[config.mk]
export PLATFORM = sky130hd
export DESIGN_NAME = pc_sequencer
export DESIGN_NICKNAME = d
export VERILOG_FILES = /design/src/rtl/pc_pkg.sv /design/src/rtl/pc_ret_stack.sv /design/src/rtl/pc_sequencer.sv
export SDC_FILE = /design/constraint.sdc
export NUM_CORES = 1
export LEC_CHECK = 0
export ABC_AREA = 0
export CAP_MARGIN = 20
export CORE_MARGIN = 10
export CORE_UTILIZATION = 50
export DETAILED_ROUTE_END_ITERATION = 12
export HOLD_SLACK_MARGIN = 0.1
export PLACE_DENSITY_LB_ADDON = 0.3
export SKIP_LAST_GASP = 1
export SYNTH_ARGS = -nofsm -noshare
export SYNTH_HDL_FRONTEND = slang
export SYNTH_SLANG_ARGS = --single-unit
[constraint.sdc]
create_clock -name clk -period 3.6 [get_ports clk]
set_input_delay 0.54 -clock clk [delete_from_list [all_inputs] [get_ports clk]]
set_output_delay 0.54 -clock clk [all_outputs]
set_load 0.02 [all_outputs]
[src/rtl/pc_pkg.sv]
// pc_pkg: shared op codes, FSM state type and PC width for the program-counter sequencer.
`default_nettype none

package pc_pkg;

    localparam int PC_W = 15;

    localparam logic [3:0] COU_JEQ  = 4'd1;
    localparam logic [3:0] COU_JGT  = 4'd2;
    localparam logic [3:0] COU_JLT  = 4'd3;
    localparam logic [3:0] COU_JMP  = 4'd5;
    localparam logic [3:0] COU_NEXT = 4'd6;
    localparam logic [3:0] COU_CALL = 4'd7;
    localparam logic [3:0] COU_RET  = 4'd8;

    typedef enum logic [1:0] {
        ST_IDLE   = 2'd0,
        ST_ACCEPT = 2'd1,
        ST_ISSUE  = 2'd2
    } state_t;

endpackage

`default_nettype wire

[src/rtl/pc_ret_stack.sv]
// pc_ret_stack: synchronous LIFO holding CALL return addresses.
`default_nettype none

module pc_ret_stack #(
    parameter int DEPTH = 8,
    parameter int W     = 15
) (
    input  logic         clk,
    input  logic         rst,
    input  logic         push,
    input  logic         pop,
    input  logic [W-1:0] din,
    output logic [W-1:0] dout,
    output logic         full,
    output logic         empty
);

    localparam int AW = $clog2(DEPTH);
    localparam int PW = AW + 1;

    logic [W-1:0]  r_mem [DEPTH];
    logic [PW-1:0] r_ptr;
    logic [AW-1:0] w_top;

    assign w_top = r_ptr[AW-1:0] - AW'(1);
    assign dout  = r_mem[w_top];
    assign full  = (r_ptr == PW'(DEPTH));
    assign empty = (r_ptr == '0);

    always_ff @(posedge clk or negedge rst) begin
        if (!rst) begin
            r_ptr <= '0;
        end else if (push && !full) begin
            r_ptr <= r_ptr + PW'(1);
        end else if (pop && !empty) begin
            r_ptr <= r_ptr - PW'(1);
        end
    end

    always_ff @(posedge clk) begin
        if (push && !full) begin
            r_mem[r_ptr[AW-1:0]] <= din;
        end
    end

endmodule

`default_nettype wire

[src/rtl/pc_sequencer.sv]
// pc_sequencer: resolves COU commands (jumps, CALL/RET) into a new fetch address.
// Build option: define PC_SIGNED_CMP_EN for two's-complement JGT/JLT compares.
`default_nettype none

module pc_sequencer
    import pc_pkg::*;
#(
    parameter int              STACK_DEPTH = 8,
    parameter logic [PC_W-1:0] RESET_PC    = 15'd0
) (
    input  logic            clk,
    input  logic            rst,
    input  logic            sCOU,
    input  logic [3:0]      mOperCOU,
    input  logic [PC_W-1:0] dataAddr,
    input  logic [1:0]      creg1,
    input  logic [1:0]      creg2,
    input  logic            aeq,
    input  logic [63:0]     regs,
    output logic [PC_W-1:0] pc,
    output logic            fetch,
    output logic            busy,
    output logic            err,
    output logic            ovf,
    output logic            unf
);

    state_t          r_state;
    logic [3:0]      r_op;
    logic [PC_W-1:0] r_addr;
    logic [1:0]      r_sel1;
    logic [1:0]      r_sel2;
    logic            r_aeq;
    logic [PC_W-1:0] r_next_pc;
    logic            r_push;
    logic            r_pop;
    logic            r_illegal;
    logic            r_set_ovf;
    logic            r_set_unf;

    logic [15:0]     w_a;
    logic [15:0]     w_b;
    logic            w_gt;
    logic            w_lt;
    logic [PC_W-1:0] w_pc_inc;
    logic [PC_W-1:0] w_next;
    logic            w_push;
    logic            w_pop;
    logic            w_ill;
    logic            w_ovf;
    logic            w_unf;
    logic [PC_W-1:0] w_stk_dout;
    logic            w_stk_full;
    logic            w_stk_empty;

    assign busy     = (r_state != ST_IDLE);
    assign w_pc_inc = pc + PC_W'(1);
    assign w_a      = regs[{r_sel1, 4'b0000} +: 16];
    assign w_b      = regs[{r_sel2, 4'b0000} +: 16];

`ifdef PC_SIGNED_CMP_EN
    assign w_gt = $signed(w_a) > $signed(w_b);
    assign w_lt = $signed(w_a) < $signed(w_b);
`else
    assign w_gt = w_a > w_b;
    assign w_lt = w_a < w_b;
`endif

    // Next-PC and stack decision, valid while in ACCEPT (regs sampled here).
    always_comb begin
        w_next = w_pc_inc;
        w_push = 1'b0;
        w_pop  = 1'b0;
        w_ill  = 1'b0;
        w_ovf  = 1'b0;
        w_unf  = 1'b0;
        case (r_op)
            COU_JEQ:  if (w_a == w_b) w_next = r_addr;
            COU_JGT:  if (w_gt || (r_aeq && w_a == w_b)) w_next = r_addr;
            COU_JLT:  if (w_lt || (r_aeq && w_a == w_b)) w_next = r_addr;
            COU_JMP:  w_next = r_addr;
            COU_NEXT: w_next = w_pc_inc;
            COU_CALL: begin
                if (w_stk_full) begin
                    w_ovf = 1'b1;
                end else begin
                    w_push = 1'b1;
                    w_next = r_addr;
                end
            end
            COU_RET: begin
                if (w_stk_empty) begin
                    w_unf = 1'b1;
                end else begin
                    w_pop  = 1'b1;
                    w_next = w_stk_dout;
                end
            end
            default: begin
                w_ill  = 1'b1;
                w_next = pc;
            end
        endcase
    end

    always_ff @(posedge clk or negedge rst) begin
        if (!rst) begin
            r_state   <= ST_IDLE;
            r_op      <= '0;
            r_addr    <= '0;
            r_sel1    <= '0;
            r_sel2    <= '0;
            r_aeq     <= 1'b0;
            r_next_pc <= '0;
            r_push    <= 1'b0;
            r_pop     <= 1'b0;
            r_illegal <= 1'b0;
            r_set_ovf <= 1'b0;
            r_set_unf <= 1'b0;
            pc        <= RESET_PC;
            fetch     <= 1'b0;
            err       <= 1'b0;
            ovf       <= 1'b0;
            unf       <= 1'b0;
        end else begin
            fetch <= 1'b0;
            err   <= 1'b0;
            // A strobe while a command is in flight is dropped.
            if (sCOU && r_state != ST_IDLE) err <= 1'b1;
            case (r_state)
                ST_IDLE: begin
                    if (sCOU) begin
                        r_op    <= mOperCOU;
                        r_addr  <= dataAddr;
                        r_sel1  <= creg1;
                        r_sel2  <= creg2;
                        r_aeq   <= aeq;
                        r_state <= ST_ACCEPT;
                    end
                end
                ST_ACCEPT: begin
                    r_next_pc <= w_next;
                    r_push    <= w_push;
                    r_pop     <= w_pop;
                    r_illegal <= w_ill;
                    r_set_ovf <= w_ovf;
                    r_set_unf <= w_unf;
                    r_state   <= ST_ISSUE;
                end
                ST_ISSUE: begin
                    pc      <= r_next_pc;
                    fetch   <= 1'b1;
                    if (r_illegal) err <= 1'b1;
                    if (r_set_ovf) ovf <= 1'b1;
                    if (r_set_unf) unf <= 1'b1;
                    r_state <= ST_IDLE;
                end
                default: r_state <= ST_IDLE;
            endcase
        end
    end

    pc_ret_stack #(
        .DEPTH (STACK_DEPTH),
        .W     (PC_W)
    ) u_stack (
        .clk   (clk),
        .rst   (rst),
        .push  ((r_state == ST_ISSUE) && r_push),
        .pop   ((r_state == ST_ISSUE) && r_pop),
        .din   (w_pc_inc),
        .dout  (w_stk_dout),
        .full  (w_stk_full),
        .empty (w_stk_empty)
    );

endmodule

`default_nettype wire
======== Word level (Yosys, flattened, before mapping) ========
Memories as Yosys holds them, arrays and structs flattened.
Cells that the tools add are included.
storage, ports and cells
  output and inout port bits .............. 20
  memories kept ........................... 1
  input bits .............................. 91
  bits in writable memories ............... 120
  register bits after elaboration ......... 69
  word-level logic and storage cells ...... 82
cells by class
  add/subtract/negate cells ............... 4
  multiplexer cells ....................... 25
  order comparisons ....................... 2
  shift-type cells ........................ 2
  equality and inequality tests ........... 12
  reduce and logical (&&, ||, !) cells .... 18
memories
  memory         depth  bits a word  read ports  clocked after memory_dff  write ports  line                text
  u_stack.r_mem  8      15           1           0                         1            pc_ret_stack.sv:21  logic [W-1:0] r_mem [DEPTH];
operators by type and width
  kind                                                 count
  variable part select 64 x 7 -> 16 bit                2
  one-hot mux 15 bit (7 select lines)                  1
  two-way mux 15 bit                                   5
  equality test 16 bit                                 1
  > comparator 16 bit                                  1
  less-than comparator 16 bit                          1
  adder 15 x 1 -> 15 bit, second input constant        1
  two-way mux 1 bit                                    15
  equality test 4 x 3 -> 1 bit, second input constant  3
  equality test 4 x 2 -> 1 bit, second input constant  2
  equality test 4 bit, second input constant           2
  two-way mux 4 bit                                    2
  OR reduction 7 bit                                   1
  logical AND 1 bit                                    6
  AND reduction 2 bit                                  3
  adder 4 x 1 -> 4 bit, second input constant          1
  equality test 4 x 1 -> 1 bit, second input constant  1
  logical NOT 4 bit                                    1
  one-hot mux 2 bit (2 select lines)                   1
  nonzero test 2 bit                                   2
  subtractor 4 x 1 -> 4 bit, second input constant     1
  subtractor 3 x 1 -> 3 bit, second input constant     1
  equality test 2 x 1 -> 1 bit, second input constant  1
  equality test 2 bit, second input constant           1
  other kinds (5)                                      7

======== Logic depth before layout (Yosys ltp) ========
Gate-level depths: netlist of the first run.
  word-level depth ........................ 6
  depth in mapped cells ................... 15
  mapped depth without buffers ............ 13

======== Cells and area by module ========
Synthesis of the first run repeated with hierarchy kept, for this count alone.
unflattened totals
  cells, all modules ...................... 603
  area, all modules ....................... 9238.9 µm²
modules (own cells, without submodules)
  module        area an instance (µm²)  times used  seq. area each (µm²)  cells each
  pc_ret_stack  4996.0                  1           3703.6                221
  pc_sequencer  4242.8                  1           1626.6                382

======== Worst setup path after synthesis of the first run ========
No wires, ideal clock.
  kind .................................... register to register
  start point ............................. register r_sel1[0]
  end point ............................... register r_next_pc[0]
  data arrival time ....................... 3420 ps
  setup slack ............................. 51 ps
  path buffers ............................ 3
  cell stages (with the launch flop) ...... 13
  required time ........................... 3471 ps
  clock period less this slack ............ 3549 ps
  library setup time ...................... 129 ps
  cells stage by stage .................... dfrtp_1 -> buf_2 -> buf_1 -> mux4_2 -> ha_1 -> nand4_1 -> nor2_1 -> a41oi_1 -> and3_2 -> a21o_2 -> buf_6 -> a221oi_1 -> a21oi_1
on the way
  longest elaborated chain between the ends .. 6
  elaborated cells between the ends (all ways) .. 11
  classes of those cells .................. 2 x order compare; 1 x eq/ne; 1 x shift; 4 x mux; 3 x reduce/logical
RTL lines
  item                                                                 line                 text
  from (decl)                                                          pc_sequencer.sv:31   logic [1:0] r_sel1;
  from (signal assigned)                                               pc_sequencer.sv:135  r_sel1 <= creg1;
  variable part select 64 x 7 -> 16 bit *                              pc_sequencer.sv:58   assign w_a = regs[{r_sel1, 4'b0000} +: 16];
  branches (longest 4 deep; another with less-than comparator 16 bit)  -
  one-hot mux 15 bit (7 select lines) *                                pc_sequencer.sv:77   case (r_op)
  to (signal assigned)                                                 pc_sequencer.sv:142  r_next_pc <= w_next;
  to (decl)                                                            pc_sequencer.sv:34   logic [PC_W-1:0] r_next_pc;
Every way passes the cells marked *.
A chain may end at the register's enable or synchronous reset.

======== Final worst setup path of the first run ========
  start point ............................. register r_sel2[1]
  end point ............................... register r_next_pc[4]
on the way
  longest elaborated chain between the ends .. 6
  elaborated cells between the ends (all ways) .. 11
  classes of those cells .................. 2 x order compare; 1 x eq/ne; 1 x shift; 4 x mux; 3 x reduce/logical
RTL lines
  item                                                                 line                 text
  from (decl)                                                          pc_sequencer.sv:32   logic [1:0] r_sel2;
  from (signal assigned)                                               pc_sequencer.sv:136  r_sel2 <= creg2;
  variable part select 64 x 7 -> 16 bit *                              pc_sequencer.sv:59   assign w_b = regs[{r_sel2, 4'b0000} +: 16];
  branches (longest 4 deep; another with less-than comparator 16 bit)  -
  one-hot mux 15 bit (7 select lines) *                                pc_sequencer.sv:77
Marks and branches as above.

==> key figures, run 1 <==
Cells and area
  • Layout cells sized above 1: between 20 and 25%
  • Final net count: approximately 860
  • Final core occ: just over 60%
  • ANT cells: 0
  • Syn-to-layout area delta: 20.88%
  • Fillcell total: 1354
  • Final Cell Area: 11240 µm²
  • Finished Layout Cells: slightly below 1000

Logic synthesis
  • Synth Register Bits: between 150 and 200
  • Syn avg cell area: around 15 µm²
  • Synthesized cell area: 9301 µm²
  • Syn nets: about 740
  • Synth warn: 0
  • Post-synth EDFFs: 120
  • Main flop type after synthesis: edfxtp_1
  • Unique masters post-synth: 57
  • Mapped Cells: about 630
  • Ys async rst share: 36.51%
  • Post-synthesis sequential area ratio: 57.30%

Timing
  • Final setup violation count: 0
  • Hold slack: 0.2989 ns
  • TNS Setup: 0 ns
  • Rel. slew slack: between 30% and 40%
  • Max frequency: just over 300 MHz
  • Final Critical Period: 3.298 ns
  • Skew final: 0.01288 ns
  • Crit share post-route: between 90 and 100%
  • Fin. Hold Viols: 0
  • Worst setup margin: just over 0.3 ns
  • RSZ-0062 raised after global routing: no
  • Pins Over Slew Limit: 0
  • Worst-margin pin slew: around 0.93 ns

Routing
  • Routed WL per cell: about 21 µm
  • Post-route DRC: 0
  • Vias per std cell: roughly 6
  • Final ANT Viol Nets: 0
  • 1st-pass router iterations: 4
  • Routed vias: just under 6000
  • WL final: 20.81 mm
  • DRT iter0 DRCs: between 400 and 500

Worst setup path
  • Setup crit end kind: flop
  • Arrival @ worst endpoint: between 3 and 4 ns
  • Crit Path Max Fanout: 17
  • Critical setup path kind: flop to flop
  • Crit start category: flop
  • CP Data Required Time: around 3.9 ns

Power and ir drop
  • NetSw: ~3 mW
  • Clk pwr share: ~22%
  • Maximum vdd ir drop: approximately 0.45 mV
  • Sw Share: between 30% and 40%
  • Reg power frac: 38.9%
  • Leak: approximately 4.1 nW
  • Int Power: 5.290 mW
  • Combinational power share: between 30% and 40%
  • Total power: between 8 and 9 mW
  • PD cells: about 740 nW/µm²

Clock tree
  • Clock sink count: approximately 190
  • Clock-pin slew on the worst setup and hold paths: about 0.080 ns
  • Clk_lat worst skew: approximately 0.44 ns
  • TritonCTS buffer count: 17
  • Root buffer cell: clkbuf_16
  • Clk buf depth: 2
  • Max H-tree Level: 4
  • TritonCTS clock tree: done
  • Setup bufs post-CTS: 0

Global routing
  • GRT overflow: 0
  • Vias in the first global route: roughly 6300
  • Initial antenna violation count: 0
  • First-pass GRT wire length: roughly 34 mm
  • GRT Overall Usage: 17.57%
  • Largest net degree at the start of global routing: 70

Floorplanning
  • I/O pins: between 100 and 150
  • Num rows: 49
  • Initial Util: between 50% and 60%
  • Core ar.: 18150 µm²
  • Die Wd: approximately 160 µm
  • Die Y: between 150 and 200 µm
  • DIE AREA: between 20000 and 25000 µm²

Placement
  • Placed Cells: ~960
  • Routability congestion estimate: approximately 0.85
  • Post-place setup slack: around 0.036 ns
  • Port Buffers: between 100 and 150
  • Placed Area: ~11000 µm²
  • Final HPWL from detailed placement: approximately 15 mm

Min path
  • Hold crit path type: primary input to async pin

Run
  • Max-Cap Viols: 0

Outcome
  • Status: completed
## final timing paths
| kind | startpoint | end | slack, ns | cells past startpoint |
|---|---|---|---|---|
| max reg2reg | r_sel2[1] | r_next_pc[4] | 0.30 | 10 |
| max | r_sel2[1] | r_next_pc[4] | 0.30 | 10 |
| min in group clk | unf | unf | 0.47 | 1 |
| min reg2reg | unf | unf | 0.47 | 1 |
| min | rst | r_sel1[0] | 0.30 | 2 |
| max in group asynchronous | rst | u_stack.r_ptr[0] | 2.69 | 2 |
## layer usage
| metal | vias to the layer above | global-route usage (%) | part of all wire [%] |
|---|---|---|---|
| met3 | 25 | 4.934 | 6.6 |
| met2 | 182 | 28.77 | 50 |
| met1 | 3006 | 22.32 | 42 |
| met5 | - | 0 | 0 |
| met4 | 0 | 5.393 | 1.6 |
| li1 | 2686 | - | - |
## cell usage in the layout, fill, tap and decap left out, types with 17 or more instances in the layout
cell type | Yosys | final
o22ai_1 | 17 | 17
inv_1 | 38 | 38
clkdlybuf4s50_1 | 0 | 109
a21oi_1 | 25 | 25
mux2_2 | 37 | 37
dfrtp_1 | 69 | 67
edfxtp_1 | 120 | 120
clkbuf_16 | 0 | 17
nand2_1 | 25 | 25
buf_4 | 0 | 20
ha_1 | 20 | 20
nor2_1 | 27 | 26
mux4_2 | 62 | 62
o21ai_0 | 41 | 41
## registers in the layout, indices dropped and copies added, names as in the netlist, 2 cells and up
register / count
pc: 15
r_addr: 15
r_next_pc: 15
r_op: 4
r_sel1: 2
r_sel2: 2
r_state: 2
u_stack.r_mem: 120
u_stack.r_ptr: 4
## final cells by class
class                           instances  area [µm²]  area share, %
Sequential cell                       189        5333          47.43
Multi-Input combinational cell        367        3640          32.37
Timing Repair Buffer                  131        1266          11.26
Clock buffer                           18       429.2          3.817
Tap cell                              229       286.5          2.548
Inverter                               39       146.4          1.302
Clock inverter                         14       142.6          1.269
## Yosys cell counts, types with 2 or more instances
cell,count,area share [%]
edfxtp_1,120,39
dfrtp_1,69,19
mux4_2,62,15
o21ai_0,41,2.2
inv_1,38,1.5
mux2_2,37,4.5
nor2_1,27,1.1
a21oi_1,25,1.3
nand2_1,25,1.0
ha_1,20,2.7
o22ai_1,17,1.1
mux2i_1,16,1.7
a221oi_1,15,1.4
clkbuf_1,15,0.61
nand3_1,10,0.54
xor2_1,9,0.85
nor3_1,8,0.43
buf_2,7,0.38
xnor2_1,7,0.66
nand4_1,5,0.34
a21o_1,4,0.32
and3_1,4,0.27
buf_1,4,0.16
buf_6,4,0.48
nand2b_1,3,0.20
nor2b_1,3,0.20
and4_1,2,0.19
clkbuf_2,2,0.11
or2_2,2,0.13
## power by group through the flow
stage | logic [mW] | registers [mW] | clock network [mW]
2_1_floorplan | 2.26 | 3.23 | 0
6_report | 3.27 | 3.23 | 1.81
5_1_grt | 3.58 | 3.28 | 1.90
3_5_place_dp | 3.28 | 3.26 | 0
3_3_place_gp | 3.17 | 3.25 | 0
4_1_cts | 3.30 | 3.22 | 1.83
## critical path, stage by stage, from the launching register on
cell	delay, ns
dfrtp_1	0.79
mux4_2	0.33
inv_1	0.04
ha_1	0.30
nand4_1	0.15
nor2_1	0.22
a41oi_1	0.14
and3_2	0.29
a21o_2	0.33
a221oi_1	0.44
a21oi_1	0.13
## cells by family after synthesis
| group | Yosys count | share of synthesized area [%] |
|---|---|---|
| buf+inv | 73 | 3.807 |
| xor+xnor | 16 | 1.507 |
| fa+ha+maj | 21 | 2.906 |
| flops | 189 | 57.30 |
| compound gates | 118 | 8.098 |
| mux | 115 | 21.21 |
| simple gates | 97 | 5.166 |
## repair_timing
item / 4_1_cts / 5_1_grt
gates resized for setup: 0 / 1
hold buffers: 0 / 0
setup endpoints to repair: 0 / 3
Power figures use the tool's default switching activity.
==> inputs of run 2 (changes only) <==
==> constraint.sdc (replaced) <==
create_clock -name clk -period 3.8 [get_ports clk]
set_input_delay 0.57 -clock clk [delete_from_list [all_inputs] [get_ports clk]]
set_output_delay 0.57 -clock clk [all_outputs]
set_load 0.02 [all_outputs]
==> key figures, run 2 (synthesis results as in run 1) <==
Outcome
  • Status: completed

Timing
  • Crit share post-route: 89.26% (-2.4 points)
  • Final Critical Period: 3.392 ns (+0.09391 ns)
  • TNS Setup: 0 ns (unchanged)
  • Rel. slew slack: 38.36% (+0.60 points)
  • Max frequency: 294.8 MHz (-2.8%)
  • Pins Over Slew Limit: 0 (unchanged)
  • Fin. Hold Viols: 0 (unchanged)
  • RSZ-0062 raised after global routing: no
  • Final setup violation count: 0 (unchanged)
  • Worst setup margin: 0.4081 ns (+0.1061 ns)
  • Worst-margin pin slew: 0.9226 ns (-0.008914 ns)
  • Skew final: 0.01524 ns (+0.002362 ns)

Floorplanning
  • Initial Util: 51.25% (unchanged)
  • I/O pins: 111 (unchanged)
  • Core ar.: 18150 µm² (unchanged)
  • Die Y: 156.4 µm (unchanged)
  • Num rows: 49 (unchanged)
  • Die Wd: 156.4 µm (unchanged)
  • DIE AREA: 24460 µm² (unchanged)

Min path
  • Hold path startpoint: unf
  • Hold path depth: 1
  • Hold crit path type: flop to flop
  • WHS Endpoint: unf

Clock tree
  • Clk_lat worst skew: 0.45 ns (about the same)
  • Clock-pin slew on the worst setup and hold paths: 0.07 ns (about the same)
  • Setup bufs post-CTS: 0 (unchanged)
  • Max H-tree Level: 4 (unchanged)
  • Clock sink count: 189 (unchanged)
  • TritonCTS clock tree: done
  • Root buffer cell: clkbuf_16
  • TritonCTS buffer count: 17 (unchanged)
  • Clk buf depth: 2 (unchanged)

Global routing
  • GRT Overall Usage: 17.75% (+0.18 points)
  • Largest net degree at the start of global routing: 49 (-30%)
  • First-pass GRT wire length: 33.80 mm (+0.33%)
  • Vias in the first global route: 6256 (-0.68%)
  • Initial antenna violation count: 0 (unchanged)
  • GRT overflow: 0 (unchanged)

Cells and area
  • Syn-to-layout area delta: 20.65%
  • Layout cells sized above 1: 21.69% (-0.34 points)
  • ANT cells: 0 (unchanged)
  • Most common cell after layout, fill and taps aside: edfxtp_1
  • Max reg flops: 120 (unchanged)
  • Commonest cells after routing, fill and taps aside: edfxtp_1, clkdlybuf4s50_1, dfrtp_1, mux4_2, o21ai_0
  • Final Cell Area: 11220 µm² (-0.19%)
  • Final net count: 855 (-0.23%)

Placement
  • Placed Area: 10640 µm² (-0.33%)
  • Port Buffers: 110 (unchanged)
  • Final HPWL from detailed placement: 14.84 mm (-0.30%)
  • Post-place setup slack: 0.1837 ns (+0.1478 ns)
  • Routability congestion estimate: 0.8207 (-3.2%)

Routing
  • Post-route DRC: 0 (unchanged)
  • 1st-pass router iterations: 5 (+1)
  • WL final: 20.89 mm (+0.37%)
  • DRT iter0 DRCs: 466 (-2.1%)
  • Routed vias: 5865 (-0.58%)
  • Routed WL per cell: 21.20 µm (+0.57%)
  • Vias per std cell: 5.954 (-0.37%)
  • Final ANT Viol Nets: 0 (unchanged)

Worst setup path
  • Critical setup path kind: flop to flop
  • Critical-path cell list: mux4_2, ha_1, nand4_1, nor2_1, a41oi_1, and3_2, a211oi_4, o21ai_0, a21oi_1
  • Reg2reg setup slack: 0.41 ns (+0.11 ns)
  • RR Endpoint: r_next_pc[3]
  • Arrival @ worst endpoint: 3.76 ns (+0.15 ns)
  • Crit start category: flop
  • Setup crit end kind: flop
  • Max incr delay on CP: 0.82 ns (+0.03 ns)
  • CP Data Required Time: 4.17 ns (+0.26 ns)
  • Reg-to-reg startpoint: r_sel1[1]
  • Slowest stage cell on the critical path: dfrtp_1
  • Crit Path Max Fanout: 17 (unchanged)
  • Reg2Reg Depth: 9 (-1)

Power and ir drop
  • PD cells: 700.0 nW/µm² (-5.3%)
  • Total power: 7.855 mW (-5.4%)
  • Maximum vdd ir drop: 0.3762 mV (-16%)
  • Leak: 4.101 nW (-0.33%)

Run
  • Max-Cap Viols: 0 (unchanged)
run 2: routing by layer:
layer  global-route usage [%]  part of all wire [%]  vias up
li1                         -                     -     2688
met3                    6.277                   8.4       15
met4                    4.270                  0.84        0
met1                    21.82                    40     2958
met2                    29.48                    50      204
met5                        0                     0        -
run 2: what timing repair did:
item,in CTS,in global routing
endpoints found under the hold margin,10,0
gates resized for setup,0,0
hold buffers,1,0
run 2: area by class of cell:
type / count / area, µm²
multi-input cells: 367 / 3640
well taps: 229 / 286.5
inverters: 39 / 146.4
clock buffers: 18 / 429.2
clock inverters: 14 / 147.6
fillers: 1347 / 6925
flip-flops and latches: 189 / 5331
repair buffers: 129 / 1241
run 2: stage by stage:
stage	hold WS (ns)	utilization [%]	instances
final	0.4647	61.84	985
after global routing	0.4906	61.84	985
after CTS	0.4719	61.84	985
after detailed placement	0.4561	58.60	952
after global placement	0.4491	58.60	952
after floorplan	0.2744	-	629
run 2: worst max-delay path by stage:
stage,start,slack [ns],endpoint
after floorplan,r_sel1[0],0.25,r_next_pc[0]
after global placement,regs[14],0.25,r_next_pc[5]
after detailed placement,regs[14],0.18,r_next_pc[4]
after CTS,r_sel1[1],0.41,r_next_pc[4]
after global routing,r_sel1[1],0.10,r_next_pc[6]
final,r_sel1[1],0.41,r_next_pc[3]
run 2: power breakdown:
| part | internal (mW) | switching (mW) | leakage (nW) |
|---|---|---|---|
| Sequential | 2.71 | 0.350 | 1.90 |
| Clock | 0.879 | 0.843 | 0.282 |
| Combinational | 1.40 | 1.67 | 1.92 |
run 2: critical path, delay by kind of cell (launching register included):
kind	cells	cell delay [ns]
AOI/OAI and AO/OA	4	1.09
DFF	1	0.82
and+or+nand+nor	3	0.67
muxes	1	0.41
adders and majority gates	1	0.33
==> inputs of run 3 (changes only) <==
--- a/config.mk
+++ b/config.mk
@@ -12,6 +12,7 @@
 export DETAILED_ROUTE_END_ITERATION = 12
 export HOLD_SLACK_MARGIN = 0.1
 export PLACE_DENSITY_LB_ADDON = 0.3
+export SKIP_CTS_REPAIR_TIMING = 1
 export SKIP_LAST_GASP = 1
 export SYNTH_ARGS = -nofsm -noshare
 export SYNTH_HDL_FRONTEND = slang
==> key figures, run 3 (synthesis results as in run 1) <==
Outcome
  • Status: completed

Floorplanning
  • Die Y: 156.4 µm (unchanged)
  • Core ar.: 18150 µm² (unchanged)
  • Die Wd: 156.4 µm (unchanged)
  • DIE AREA: 24460 µm² (unchanged)
  • Num rows: 49 (unchanged)
  • I/O pins: 111 (unchanged)
  • Initial Util: 51.25% (unchanged)

Cells and area
  • Commonest cells after routing, fill and taps aside: edfxtp_1, clkdlybuf4s50_1, dfrtp_1, mux4_2, o21ai_0
  • ANT cells: 0 (unchanged)
  • Final net count: 854 (-0.12%)
  • Final core occ: 61.78% (about the same)
  • Layout cells sized above 1: 21.72% (+0.029 points)
  • Most common cell after layout, fill and taps aside: edfxtp_1
  • Max reg flops: 120 (unchanged)
  • Syn-to-layout area delta: 20.54% (about the same)

Routing
  • DRT iter0 DRCs: 462 (-0.86%)
  • Post-route DRC: 0 (unchanged)
  • Routed WL per cell: 21.26 µm (+0.27%)
  • Final ANT Viol Nets: 0 (unchanged)
  • Routed vias: 5850 (-0.26%)
  • Vias per std cell: 5.945 (-0.15%)
  • WL final: 20.92 mm (+0.17%)
  • 1st-pass router iterations: 4 (-1)

Timing
  • Pins Over Slew Limit: 0 (unchanged)
  • Hold slack: 0.09236 ns (-0.3723 ns)
  • Rel. slew slack: 37.81% (-0.55 points)
  • Final setup violation count: 0 (unchanged)
  • TNS Setup: 0 ns (unchanged)
  • Skew final: 0.01516 ns (-0.00008170 ns)
  • Fin. Hold Viols: 0 (unchanged)
  • Max frequency: 294.8 MHz (about the same)
  • Crit share post-route: 89.28% (about the same)
  • RSZ-0062 raised after global routing: no
  • Worst setup margin: 0.4074 ns (-0.0007220 ns)
  • Final Critical Period: 3.393 ns (+0.0007220 ns)
  • Worst-margin pin slew: 0.9309 ns (+0.008281 ns)

Worst setup path
  • Levels on crit path: 9 (unchanged)
  • Reg2reg setup slack: 0.41 ns (about the same)
  • Reg2Reg Depth: 9 (unchanged)
  • CP endpoint: r_next_pc[3]
  • Critical-path cell list: mux4_2, ha_1, nand4_1, nor2_1, a41oi_1, and3_2, a211oi_4, o21ai_0, a21oi_1
  • Slowest stage cell on the critical path: dfrtp_1
  • Reg-to-reg startpoint: r_sel1[1]
  • Max incr delay on CP: 0.82 ns (about the same)
  • Worst path bufs/invs: 0 (unchanged)
  • Crit Path Max Fanout: 17 (unchanged)
  • Crit start category: flop
  • RR Endpoint: r_next_pc[3]
  • Setup crit end kind: flop
  • CP Data Required Time: 4.16 ns (about the same)
  • CP top delay family: compound AO/OA/AOI/OAI gates
  • Arrival @ worst endpoint: 3.76 ns (about the same)
  • CP Launch Point: r_sel1[1]
  • Critical setup path kind: flop to flop

Placement
  • Routability congestion estimate: 0.8207 (unchanged)
  • Post-place setup slack: 0.1837 ns (unchanged)
  • Port Buffers: 110 (unchanged)
  • Final HPWL from detailed placement: 14.84 mm (unchanged)

Clock tree
  • Clock-pin slew on the worst setup and hold paths: 0.07 ns (about the same)
  • TritonCTS clock tree: done
  • TritonCTS buffer count: 17 (unchanged)
  • Clock sink count: 189 (unchanged)
  • Max H-tree Level: 4 (unchanged)
  • Root buffer cell: clkbuf_16
  • Clk buf depth: 2 (unchanged)
  • Clk_lat worst skew: 0.45 ns (about the same)

Power and ir drop
  • Combinational power share: 39.1% (about the same)
  • Leak: 4.097 nW (-0.10%)
  • Reg power frac: 39.0% (about the same)
  • NetSw: 2.860 mW (about the same)
  • Int Power: 4.995 mW (about the same)
  • Clk pwr share: 21.9% (about the same)
  • PD cells: 700.7 nW/µm² (+0.10%)
  • Maximum vdd ir drop: 0.3755 mV (-0.17%)
  • Sw Share: 36.41% (about the same)

Min path
  • Hold crit path type: primary input to async pin

Run
  • Max-Cap Viols: 0 (unchanged)

Global routing
  • GRT overflow: 0 (unchanged)
  • GRT Overall Usage: 17.76% (about the same)
  • First-pass GRT wire length: 33.80 mm (about the same)
  • Initial antenna violation count: 0 (unchanged)
  • Largest net degree at the start of global routing: 49 (unchanged)
  • Vias in the first global route: 6248 (-0.13%)
[run 3: layout make-up]
type | instances | area, µm²
clock inverters | 14 | 147.6
fillers | 1348 | 6935
repair buffers | 128 | 1231
multi-input cells | 367 | 3640
clock buffers | 18 | 429.2
well taps | 229 | 286.5
flip-flops and latches | 189 | 5331
inverters | 39 | 146.4
[run 3: worst min path at each step]
| stage | start | end |
|---|---|---|
| after floorplan | rst | err |
| after global placement | ovf | ovf |
| after detailed placement | unf | unf |
| after CTS | rst | r_op[1] |
| after global routing | rst | r_op[3] |
| final | rst | r_sel1[1] |
[run 3: per-stage QoR]
step	cell area [µm²]	std cells	power, mW
floorplan	9301	629	5.199
global placement	10640	952	6.060
detailed placement	10640	952	6.167
CTS	11210	984	7.887
global route	11210	984	8.315
finish	11210	984	7.856
[run 3: layer usage]
layer / global-route usage [%] / vias to the layer above / routed length, µm
met5: 0 / - / 0
li1: - / 2684 / -
met4: 4.270 / 0 / 174
met3: 6.277 / 15 / 1619
met1: 21.83 / 2972 / 8594
met2: 29.48 / 179 / 10530
[run 3: worst reg2reg max path: stages (launching register included)]
cell      delay (ns)
dfrtp_1         0.82
mux4_2          0.42
ha_1            0.33
nand4_1         0.15
nor2_1          0.23
a41oi_1         0.14
and3_2          0.29
a211oi_4        0.56
o21ai_0         0.23
a21oi_1         0.16
[run 3: power by group through the flow]
stage | logic, mW | clock network, mW | registers [mW]
finish | 3.07 | 1.72 | 3.06
global route | 3.38 | 1.83 | 3.11
CTS | 3.09 | 1.74 | 3.06
detailed placement | 3.07 | 0 | 3.10
global placement | 2.98 | 0 | 3.07
floorplan | 2.14 | 0 | 3.06
